### src/rtl/issue_scheduler.sv
// Issue-stage scheduler: round-robin pick of ready RS entries
// for NUM_ALU ALU slots and one shared, multi-cycle LSU.
module issue_scheduler #(
    parameter int RS_ENTRIES = 16,
    parameter int NUM_ALU    = 3,
    parameter int MEM_LAT    = 3,
    localparam int IDX_W     = $clog2(RS_ENTRIES)
) (
    input  logic                     clk,
    input  logic                     reset,
    input  logic                     flush,
    input  logic [RS_ENTRIES-1:0]    rs_ready,
    input  logic [RS_ENTRIES-1:0]    rs_is_mem,
    output logic [NUM_ALU-1:0]       alu_grant_valid,
    output logic [NUM_ALU*IDX_W-1:0] alu_grant_idx,
    output logic                     lsu_grant_valid,
    output logic [IDX_W-1:0]         lsu_grant_idx,
    output logic [RS_ENTRIES-1:0]    rs_clear,
    output logic                     lsu_busy
);

    localparam int CNT_W = $clog2(MEM_LAT + 1);

    typedef enum logic {
        LSU_IDLE = 1'b0,
        LSU_BUSY = 1'b1
    } lsu_state_t;

    lsu_state_t state_q;
    lsu_state_t state_n;

    logic [CNT_W-1:0] lsu_cnt;
    logic [CNT_W-1:0] lsu_cnt_n;

    logic [IDX_W-1:0] alu_ptr;
    logic [IDX_W-1:0] lsu_ptr;

    logic [RS_ENTRIES-1:0] elig;
    logic [RS_ENTRIES-1:0] alu_cand;
    logic [RS_ENTRIES-1:0] mem_cand;

    logic [NUM_ALU-1:0]       alu_v_n;
    logic [NUM_ALU*IDX_W-1:0] alu_idx_n;
    logic [IDX_W-1:0]         alu_last;

    logic             lsu_en;
    logic             lsu_v_n;
    logic [IDX_W-1:0] lsu_idx_n;

    logic [RS_ENTRIES-1:0] clear_n;

    // Entries granted last cycle are still asserted by the RS; mask them.
    always_comb begin
        elig     = rs_ready & ~rs_clear;
        alu_cand = elig & ~rs_is_mem;
        mem_cand = elig & rs_is_mem;
    end

    // ALU pick: first NUM_ALU non-mem hits scanning up from alu_ptr.
    always_comb begin
        int n;
        logic [IDX_W-1:0] idx;
        alu_v_n   = '0;
        alu_idx_n = '0;
        alu_last  = alu_ptr;
        n         = 0;
        idx       = '0;
        for (int i = 0; i < RS_ENTRIES; i++) begin
            idx = alu_ptr + IDX_W'(i);
            if (alu_cand[idx] && (n < NUM_ALU)) begin
                for (int k = 0; k < NUM_ALU; k++) begin
                    if (k == n) begin
                        alu_v_n[k]                  = 1'b1;
                        alu_idx_n[k*IDX_W +: IDX_W] = idx;
                    end
                end
                alu_last = idx;
                n        = n + 1;
            end
        end
    end

    // LSU pick: first mem hit from lsu_ptr, only when the LSU frees up.
    always_comb begin
        logic [IDX_W-1:0] idx;
        lsu_v_n   = 1'b0;
        lsu_idx_n = '0;
        idx       = '0;
        for (int i = 0; i < RS_ENTRIES; i++) begin
            idx = lsu_ptr + IDX_W'(i);
            if (lsu_en && !lsu_v_n && mem_cand[idx]) begin
                lsu_v_n   = 1'b1;
                lsu_idx_n = idx;
            end
        end
    end

    // One-hot OR of every entry picked this cycle.
    always_comb begin
        clear_n = '0;
        for (int k = 0; k < NUM_ALU; k++) begin
            if (alu_v_n[k]) begin
                clear_n[alu_idx_n[k*IDX_W +: IDX_W]] = 1'b1;
            end
        end
        if (lsu_v_n) begin
            clear_n[lsu_idx_n] = 1'b1;
        end
    end

    // LSU occupancy FSM: a grant (re)loads MEM_LAT, else count down.
    always_comb begin
        state_n   = state_q;
        lsu_cnt_n = lsu_cnt;
        lsu_en    = (state_q == LSU_IDLE) || (lsu_cnt == CNT_W'(1));
        unique case (state_q)
            LSU_IDLE: begin
                if (lsu_v_n) begin
                    state_n   = LSU_BUSY;
                    lsu_cnt_n = CNT_W'(MEM_LAT);
                end
            end
            LSU_BUSY: begin
                if (lsu_v_n) begin
                    state_n   = LSU_BUSY;
                    lsu_cnt_n = CNT_W'(MEM_LAT);
                end else begin
                    lsu_cnt_n = lsu_cnt - CNT_W'(1);
                    if (lsu_cnt == CNT_W'(1)) begin
                        state_n = LSU_IDLE;
                    end
                end
            end
            default: begin
                state_n   = LSU_IDLE;
                lsu_cnt_n = '0;
            end
        endcase
    end

    // LSU state register; flush abandons any in-flight occupancy.
    always_ff @(posedge clk) begin
        if (!reset) begin
            state_q <= LSU_IDLE;
            lsu_cnt <= '0;
        end else if (flush) begin
            state_q <= LSU_IDLE;
            lsu_cnt <= '0;
        end else begin
            state_q <= state_n;
            lsu_cnt <= lsu_cnt_n;
        end
    end

    // Registered grants, clear vector and round-robin pointers.
    always_ff @(posedge clk) begin
        if (!reset || flush) begin
            alu_grant_valid <= '0;
            alu_grant_idx   <= '0;
            lsu_grant_valid <= 1'b0;
            lsu_grant_idx   <= '0;
            rs_clear        <= '0;
            alu_ptr         <= '0;
            lsu_ptr         <= '0;
        end else begin
            alu_grant_valid <= alu_v_n;
            alu_grant_idx   <= alu_idx_n;
            lsu_grant_valid <= lsu_v_n;
            lsu_grant_idx   <= lsu_idx_n;
            rs_clear        <= clear_n;
            if (alu_v_n[0]) begin
                alu_ptr <= alu_last + IDX_W'(1);
            end
            if (lsu_v_n) begin
                lsu_ptr <= lsu_idx_n + IDX_W'(1);
            end
        end
    end

    assign lsu_busy = (state_q == LSU_BUSY);

endmodule

### config.mk
export PLATFORM = sky130hd
export DESIGN_NAME = issue_scheduler
export DESIGN_NICKNAME = d
export VERILOG_FILES = /design/src/rtl/issue_scheduler.sv
export SDC_FILE = /design/constraint.sdc
export NUM_CORES = 1
export LEC_CHECK = 0
export CAP_MARGIN = 20
export CORE_AREA = 10 10 194 196
export DETAILED_ROUTE_END_ITERATION = 7
export DIE_AREA = 0 0 204 206
export MAX_ROUTING_LAYER = met4
export PLACE_DENSITY = 0.61
export REMOVE_ABC_BUFFERS = 1
export SLEW_MARGIN = 20
export SYNTH_ARGS = -nofsm -noshare
export SYNTH_HDL_FRONTEND = slang
export SYNTH_SLANG_ARGS = --single-unit
### constraint.sdc
create_clock -name clk -period 28.1 [get_ports clk]
set_clock_uncertainty 0.1 [all_clocks]
set_input_delay 2.81 -clock clk [delete_from_list [all_inputs] [get_ports clk]]
set_output_delay 2.81 -clock clk [all_outputs]
set_load 0.1 [all_outputs]
==> run metrics <==
NumNets Final=about 1600; predominant post-synthesis flop cell=dfxtp_1; initial antenna violation count=0; Worst path max stage delay=0.85 ns; I/O pin total=between 70 and 80; Fin. Hold Viols=0; Synth-to-Final Area Change=11.2%; largest fanout on the critical path=20; reg2reg path depth=94; Root Buffer=clkbuf_16; Placer Congestion=about 1.1; DR DRC count=0; final setup vio count=0; Remaining Overflow, GRT=0; outcome=complete, no violations; distinct cell type count after synthesis=111; Post-DRT Antenna Nets=0; reg2reg start=alu_ptr[0]; CP Launch Type=input pin; Slew Limit Fails=0; dominant cell type by area after synthesis=mux4_2; Critical Path RT=28.21 ns; gr usage total=0.250; Crit-path slowest cell=a221oi_1; share of flip-flops with an asynchronous set or reset=0; Reg2Reg Capture Point=rs_clear[12]; max_cap viols=0; hold depth=2; DRT Pass-1 Iters=5; Slew @ Worst Pin=1.03 ns; clk sink count=47; Post-Synthesis Cells=around 1500; Resize count post-CTS=0; synthesized flop and latch total=47; Die ar.=42000 µm²; most common cell after layout, fill and taps aside=nand2_1; synth top area cells=mux4_2 9.4%, ha_1 8.1%, dfxtp_1 8.0%; Setup Fix Bufs, Post-CTS=0; Initial DRC Count=1597; worst hold endpoint=lsu_cnt[1]; Post-Syn Area=about 12000 µm²; Crit path max-delay family=compound AO/OA/AOI/OAI gates; Die H=206 µm; worst hold path class=reg2reg; commonest cells after routing, fill and taps aside=125 x nand2_1, 108 x nor2_1, 80 x o21ai_0; Die Width=204 µm; CTS tree=built; top cell type's share of synthesized area=0.0943; most used cell, CP=inv_1; mean routed wirelength per cell=26.8 µm; share of cells above drive strength 1=0.124; relative slew slack=0.312; vias per inst=6.69; RSZ-0062 raised after global routing=no; Worst Path Buf+Inv=17; Hold Path Origin=lsu_cnt[1]; EDFF count, synth=0; Worst-Skew Late Latency=0.29 ns; Max Freq=37.8 MHz; sequential share of the synthesized area=0.0804; DPL Wire Length=42.1 mm; Num CTS Buffers=5; syn avg cell area=a little under 8 µm²; clk buf depth=2; pin count of the biggest net entering global routing=51; starting density of the core=0.345; Setup WS pre-CTS=1.35 ns; Total Wirelength=53.2 mm; # rows=68; nature of the critical path endpoint=flop; hold buffers post-CTS=0; final worst path period need=26.43 ns; Reg2Reg Setup Slack=3.10 ns; final cycle utilization of the critical path=0.941; critical path class=in2reg; post-route setup TNS=0 ns; number of global-route vias before repair=between 10000 and 15000; Ys Warns=0; Vias=roughly 13000; fin cells=1985; dpl cells=1977; CP arrival=26.54 ns; # H-tree levels=2; Reg clk slew, reported paths=0.07 ns; post-route setup slack=approximately 1.7 ns; Core Box Area=33900 µm²; global-route wire length before repair=79.7 mm; Port Buffers=71; n_diodes=0
## tightest hold or removal path, delay by kind of cell, from the launching register on
kind	cells	cell delay, ns
flip-flops	1	0.33
multiplexers	1	0.07
AO/OA/AOI/OAI	1	0.13
## logic make-up after synthesis
group | count (synthesis) | share of synthesized area
XOR/XNOR | 58 | 0.0520
multiplexers | 113 | 0.152
AO/OA/AOI/OAI | 460 | 0.286
buffers and inverters | 155 | 0.0630
adder cells (fa/ha/maj) | 77 | 0.0830
AND/OR/NAND/NOR | 594 | 0.284
other | 1 | 0.000320
flip-flops | 47 | 0.0804
## state kept, by name (all words and copies together), names as in the netlist
| register | cells |
|---|---|
| alu_grant_idx | 12 |
| alu_ptr | 4 |
| lsu_grant_valid | 1 |
| lsu_grant_idx | 4 |
| rs_clear | 16 |
| lsu_busy | 1 |
| lsu_cnt | 2 |
| lsu_ptr | 4 |
| alu_grant_valid | 3 |
## metal layers
layer / track usage / routed length (µm) / up-vias
met4: 0.120 / 3030 / 0
li1: - / - / 5912
met5: - / 0 / -
met2: 0.392 / 23800 / 719
met1: 0.315 / 21800 / 6495
met3: 0.0329 / 4550 / 159
## stage by stage
step           utilization  cell area (µm²)  hold slack (ns)
2_1_floorplan            -            11200            0.414
3_3_place_gp         0.377            12800            0.429
3_5_place_dp         0.377            12800            0.441
4_1_cts              0.382            13000            0.457
5_1_grt              0.383            13000            0.493
6_report             0.383            13000            0.452
## final cells by class
class	count	area, µm²
Timing Repair Buffer	113	1030
Tap cell	455	569
Clock inverter	3	46.3
Inverter	58	218
Multi-Input combinational cell	1304	10100
Clock buffer	5	125
Fill cell	3596	20900
Sequential cell	47	943
## worst max-delay path by stage
stage | startpoint | endpoint | depth (start not counted)
6_report | rs_ready[1] | rs_clear[12] | 91
5_1_grt | rs_ready[1] | alu_ptr[2] | 94
4_1_cts | rs_ready[2] | alu_ptr[2] | 94
3_5_place_dp | rs_ready[2] | alu_ptr[2] | 94
3_3_place_gp | rs_ready[2] | alu_ptr[2] | 93
2_1_floorplan | alu_ptr[1] | rs_clear[1] | 87
## cell usage after synthesis (26+ instances only)
| master | number |
|---|---|
| a2111oi_0 | 26 |
| a211oi_1 | 39 |
| a21oi_1 | 66 |
| and3_1 | 30 |
| clkbuf_1 | 49 |
| dfxtp_1 | 47 |
| ha_1 | 76 |
| inv_1 | 54 |
| mux2i_1 | 42 |
| mux4_2 | 49 |
| nand2_1 | 125 |
| nand3_1 | 55 |
| nor2_1 | 108 |
| nor3_1 | 42 |
| o21ai_0 | 80 |
| xnor2_1 | 34 |
Power is not shown: default switching activity piles up to over one toggle a cycle in this logic, so the estimate is an artifact.
==> patch 1, RTL diff (config.mk and constraints unchanged) <==
Change the parameter `MEM_LAT` from 3 to 6.
--- a/src/rtl/issue_scheduler.sv
+++ b/src/rtl/issue_scheduler.sv
@@ -4,5 +4,5 @@
     parameter int RS_ENTRIES = 16,
     parameter int NUM_ALU    = 3,
-    parameter int MEM_LAT    = 3,
+    parameter int MEM_LAT    = 6,
     localparam int IDX_W     = $clog2(RS_ENTRIES)
 ) (
Check against the original RTL: not settled (the Yosys comparison gave no result); the edit may change what the design does.
==> patch 1 against the original RTL <==
Routed wire length grew 3.4%. Area after synthesis shrank 2.4%. Sequential share of layout area grew 0.26 points. Worst setup slack lost 0.17 ns. Sequential cell count grew 1. Design area shrank 1.3%. Register-to-register slack lost 0.50 ns. First-iteration DRC count grew 5.8%. Largest cell class unchanged.
Power is not shown: default switching activity piles up to over one toggle a cycle in this logic, so the estimate is an artifact.
==> patch 1: results (changes against the original RTL) <==
- DP Area: 12700 um2 (-1.0%)
- Worst R2R Path Depth: 90 (-4.3%)
- Mean number of vias per cell: 6.78 (+1.3%)
- Crit path launch: rs_ready[4]
- Placed cell count: 1941 (-1.8%)
- WP data arrival: 26.66 ns (+0.12 ns)
- Root buffer cell: clkbuf_16
- Met3 Wirelength: 4680 um (+2.9%)
- Clock insertion delay at the later pin of the skew report: 0.29 ns (about the same)
- R2R Setup Slk: 2.60 ns (-0.50 ns)
- Clock-pin slew on the worst setup and hold paths: 0.07 ns (about the same)
- Initial antenna violation count: 0 (unchanged)
- Pre-antenna DRT Iters: 6 (+1)
- Total CTS buffers: 5 (unchanged)
- M1 WL: 22700 um (+3.9%)
- Post-DR wirelength/cell: 28.2 um (+5.3%)
- Setup bufs post-CTS: 0 (unchanged)
- DPL Wire Length: 42900 um (+1.9%)
- Mean Syn Cell Area: 7.81 um2 (+0.39%)
- CP max stage cell: a2111oi_1
- Metal2 WL: 25000 um (+5.2%)
- Outcome: finished, final reports clean
- Maximum number of pins on one net before global-route repair: 59 (+16%)
- GPL Wtd Cong: 0.996 (-5.4%)
- Nets: 1606 (-2.1%)
- Non-Filler Instances: 1950 (-1.8%)
- Highest Signal Layer: met4
- Final WS setup: 1.50 ns (-0.168 ns)
- Main synth FF type: dfxtp_1
- Commonest non-fill, non-tap cell in the layout: nand2_1
- Post-synth ARST share: 0% (unchanged)
- CP max stage delay: 0.70 ns (-0.15 ns)
- Crit-path leading delay family: simple AND/OR/NAND/NOR gates
- Largest register by flop count: rs_clear
- Worst-path fanout max: 16 (-20%)
- Drt first-iter violations: 1689 (+5.8%)
- Met1 Use GR: 33.1% (+1.6 points)
- Worst-Margin Slew: 1.10 ns (+0.0692 ns)
- Yosys warning count: 0 (unchanged)
- Seq/Total Area, Yosys: 8.41% (+0.37 points)
- GR Layer Usage met2: 40.7% (+1.5 points)
- Hold Path Stages: 2 (unchanged)
- Top flop regs: rs_clear: 16 flops, alu_grant_idx: 12 flops
- Reg2reg end: rs_clear[0]
- Port Buf Inserts: 71 (unchanged)
- CTS H-Tree Depth: 2 (unchanged)
- Maximum buffer depth of the clock tree: 2 (unchanged)
- Post-synth top cells: 125 x nand2_1, 98 x nor2_1, 77 x ha_1, 72 x a21oi_1, 72 x o21ai_0
- All-Layer GR Usage: 25.8% (+0.77 points)
- Synth unique cells: 103 (-7.2%)
- Hold WC Path Type: reg -> reg
- Vias in the first global route: 12400 (-0.42%)
- Worst r2r src: alu_ptr[0]
- CP Capture Type: register
- First-pass GRT wire length: 81900 um (+2.7%)
- Routing usage on met3: 3.12% (-0.17 points)
- Fraction of layout cells with a size suffix above 1: 11.4% (-1.0 points)
- Synth top area cells: mux4_2 13%, ha_1 8.4%, dfxtp_1 8.4%
-- patch 1: cell count changes after synthesis, moves of 9 or more --
| cell | before | now |
|---|---|---|
| mux2_2 | 20 | 8 |
| nor2b_1 | 13 | 3 |
| or2_2 | 12 | 2 |
| or3b_1 | 8 | 17 |
| nor2_1 | 108 | 98 |
| or3b_2 | 10 | 1 |
| mux2i_1 | 42 | 28 |
| buf_6 | 11 | 1 |
| nor4b_1 | 22 | 31 |
| mux4_2 | 49 | 64 |
-- patch 1: final cells by class --
type / instances / area, um2
well taps: 455 / 569
fillers: 3536 / 21100
clock inverters: 2 / 13.8
diodes: 1 / 2.50
inverters: 63 / 236
flip-flops and latches: 48 / 965
multi-input cells: 1264 / 9910
clock buffers: 6 / 139
repair buffers: 111 / 1010
-- patch 1: kinds of logic after synthesis --
group / count (synthesis) / share of synthesized area [%]
and+or+nand+nor: 583 / 28.7
AOI/OAI and AO/OA: 447 / 28.0
buffers and inverters: 152 / 5.41
muxes: 103 / 16.2
adders and majority gates: 78 / 8.61
xor gates and xnor gates: 51 / 4.56
DFF: 48 / 8.41
other: 1 / 0.0328
-- patch 1: worst min-delay path by stage --
stage                          start         end  slack [ns]
after global routing      lsu_cnt[0]  lsu_cnt[0]        0.50
final                     lsu_cnt[1]  lsu_cnt[1]        0.47
after floorplan           lsu_cnt[1]  lsu_cnt[1]        0.43
after CTS                 lsu_cnt[1]  lsu_cnt[1]        0.48
after detailed placement  lsu_cnt[1]  lsu_cnt[1]        0.47
after global placement    lsu_cnt[1]  lsu_cnt[1]        0.45
-- patch 1: timing repair --
action | in CTS | in global routing
resized for setup | 0 | 6
endpoints found under the setup margin | 0 | 20
hold buffers | 0 | 0
==> patch 2, RTL diff (same flow settings) <==
Without the edit above. Make the reset (`reset`) asynchronous in one clocked block.
--- a/src/rtl/issue_scheduler.sv
+++ b/src/rtl/issue_scheduler.sv
@@ -140,5 +140,5 @@
 
     // LSU state register; flush abandons any in-flight occupancy.
-    always_ff @(posedge clk) begin
+    always_ff @(posedge clk or negedge reset) begin
         if (!reset) begin
             state_q <= LSU_IDLE;
Behaviour: not the same (Yosys sat finds a counterexample within 4 cycles, from zero or initial values and one cycle with reset low; the reset may be asserted at any time).
==> patch 2 against the original RTL <==
Routed wire length rose by 8.8%. Count of clock-buffer cells in the layout unchanged. Sequential cell count unchanged. Area after synthesis is 0.55% higher. Worst setup slack gained 0.012 ns. Final cell count grew 3.8%. Design area rose by 2.0%. Fmax is essentially flat. Critical endpoint is now rs_clear[4]. Highest routed layer unchanged.
Power is left out: the tool's default activity adds up to more than one toggle a clock period on the data nets, which glitch-free logic cannot reach.
==> patch 2: results (changes against the original RTL) <==
- Post-synth ARST share: 6.38% (+6.4 points)
- Mean number of vias per cell: 6.75 (+0.85%)
- CP max stage cell: fa_1
- Post-synth top cells: 145 x nand2_1, 139 x nor2_1, 89 x a21oi_1, 76 x ha_1
- DPL Wire Length: 45200 um (+7.3%)
- Worst slew margin: 27.4% (-3.8 points)
- DP Area: 13000 um2 (+1.7%)
- Seq/Total Area, Yosys: 8.12% (+0.084 points)
- Port Buf Inserts: 71 (unchanged)
- Post-Synth XOR/XNOR Area: 4.59% (-0.60 points)
- Nets: 1716 (+4.6%)
- All-Layer GR Usage: 27.2% (+2.2 points)
- Placed cell count: 2052 (+3.8%)
- Hold Path Stages: 2 (unchanged)
- Maximum number of pins on one net before global-route repair: 45 (-12%)
- CP max stage delay: 0.63 ns (-0.22 ns)
- Root buffer cell: clkbuf_16
- Crit-path leading delay family: simple AND/OR/NAND/NOR gates
- Outcome: finished, final reports clean
- First-pass GRT wire length: 85600 um (+7.4%)
- GPL Wtd Cong: 1.09 (+3.9%)
- CTS H-Tree Depth: 2 (unchanged)
- Drt total wl: 57900 um (+8.8%)
- Synth Area in Compound Gates: 28.9% (+0.34 points)
- Synth unique cells: 102 (-8.1%)
- Pre-CTS setup slack: 1.43 ns (+0.0827 ns)
- Worst-path fanout max: 12 (-40%)
- Mean Syn Cell Area: 7.47 um2 (-3.9%)
- Drt first-iter violations: 1852 (+16%)
- Post-Synth Adder-Cell Area: 8.25% (-0.045 points)
- Worst R2R Path Depth: 102 (+8.5%)
- Mux contribution to synthesized area: 14.3% (-0.90 points)
- Pre-antenna DRT Iters: 6 (+1)
- Post-CTS Resized: 0 (unchanged)
- Clock-pin slew on the worst setup and hold paths: 0.07 ns (about the same)
- Synth top area cells: mux4_2 9.6%, ha_1 8.1%, dfxtp_1 7.5%
- Fraction of layout cells with a size suffix above 1: 12.2% (-0.21 points)
- Via count: 13900 (+4.7%)
- Vias in the first global route: 12900 (+3.3%)
- Setup bufs post-CTS: 0 (unchanged)
## patch 2: layout make-up
cell class,instances,area [um2]
Multi-Input combinational cell,1360,10200
Fill cell,3496,20700
Tap cell,455,569
Clock buffer,5,125
Clock inverter,3,71.3
Timing Repair Buffer,119,1070
Inverter,71,267
Sequential cell,47,958
## patch 2: final timing paths
kind / startpoint / endpoint / slack, ns
max: rs_ready[14] / rs_clear[4] / 1.68
min: lsu_cnt[1] / lsu_cnt[1] / 0.48
max reg2reg: alu_ptr[1] / rs_clear[4] / 3.08
min reg2reg: lsu_cnt[1] / lsu_cnt[1] / 0.48
max in group asynchronous: reset / lsu_busy / 25.11
min in group asynchronous: reset / lsu_cnt[0] / 2.61
## patch 2: per-layer routing
| layer | wire length [um] | global-route usage (%) |
|---|---|---|
| met5 | 0 | - |
| met4 | 2470 | 9.89 |
| met3 | 5690 | 4.29 |
| met2 | 25400 | 41.6 |
| met1 | 24300 | 35.6 |
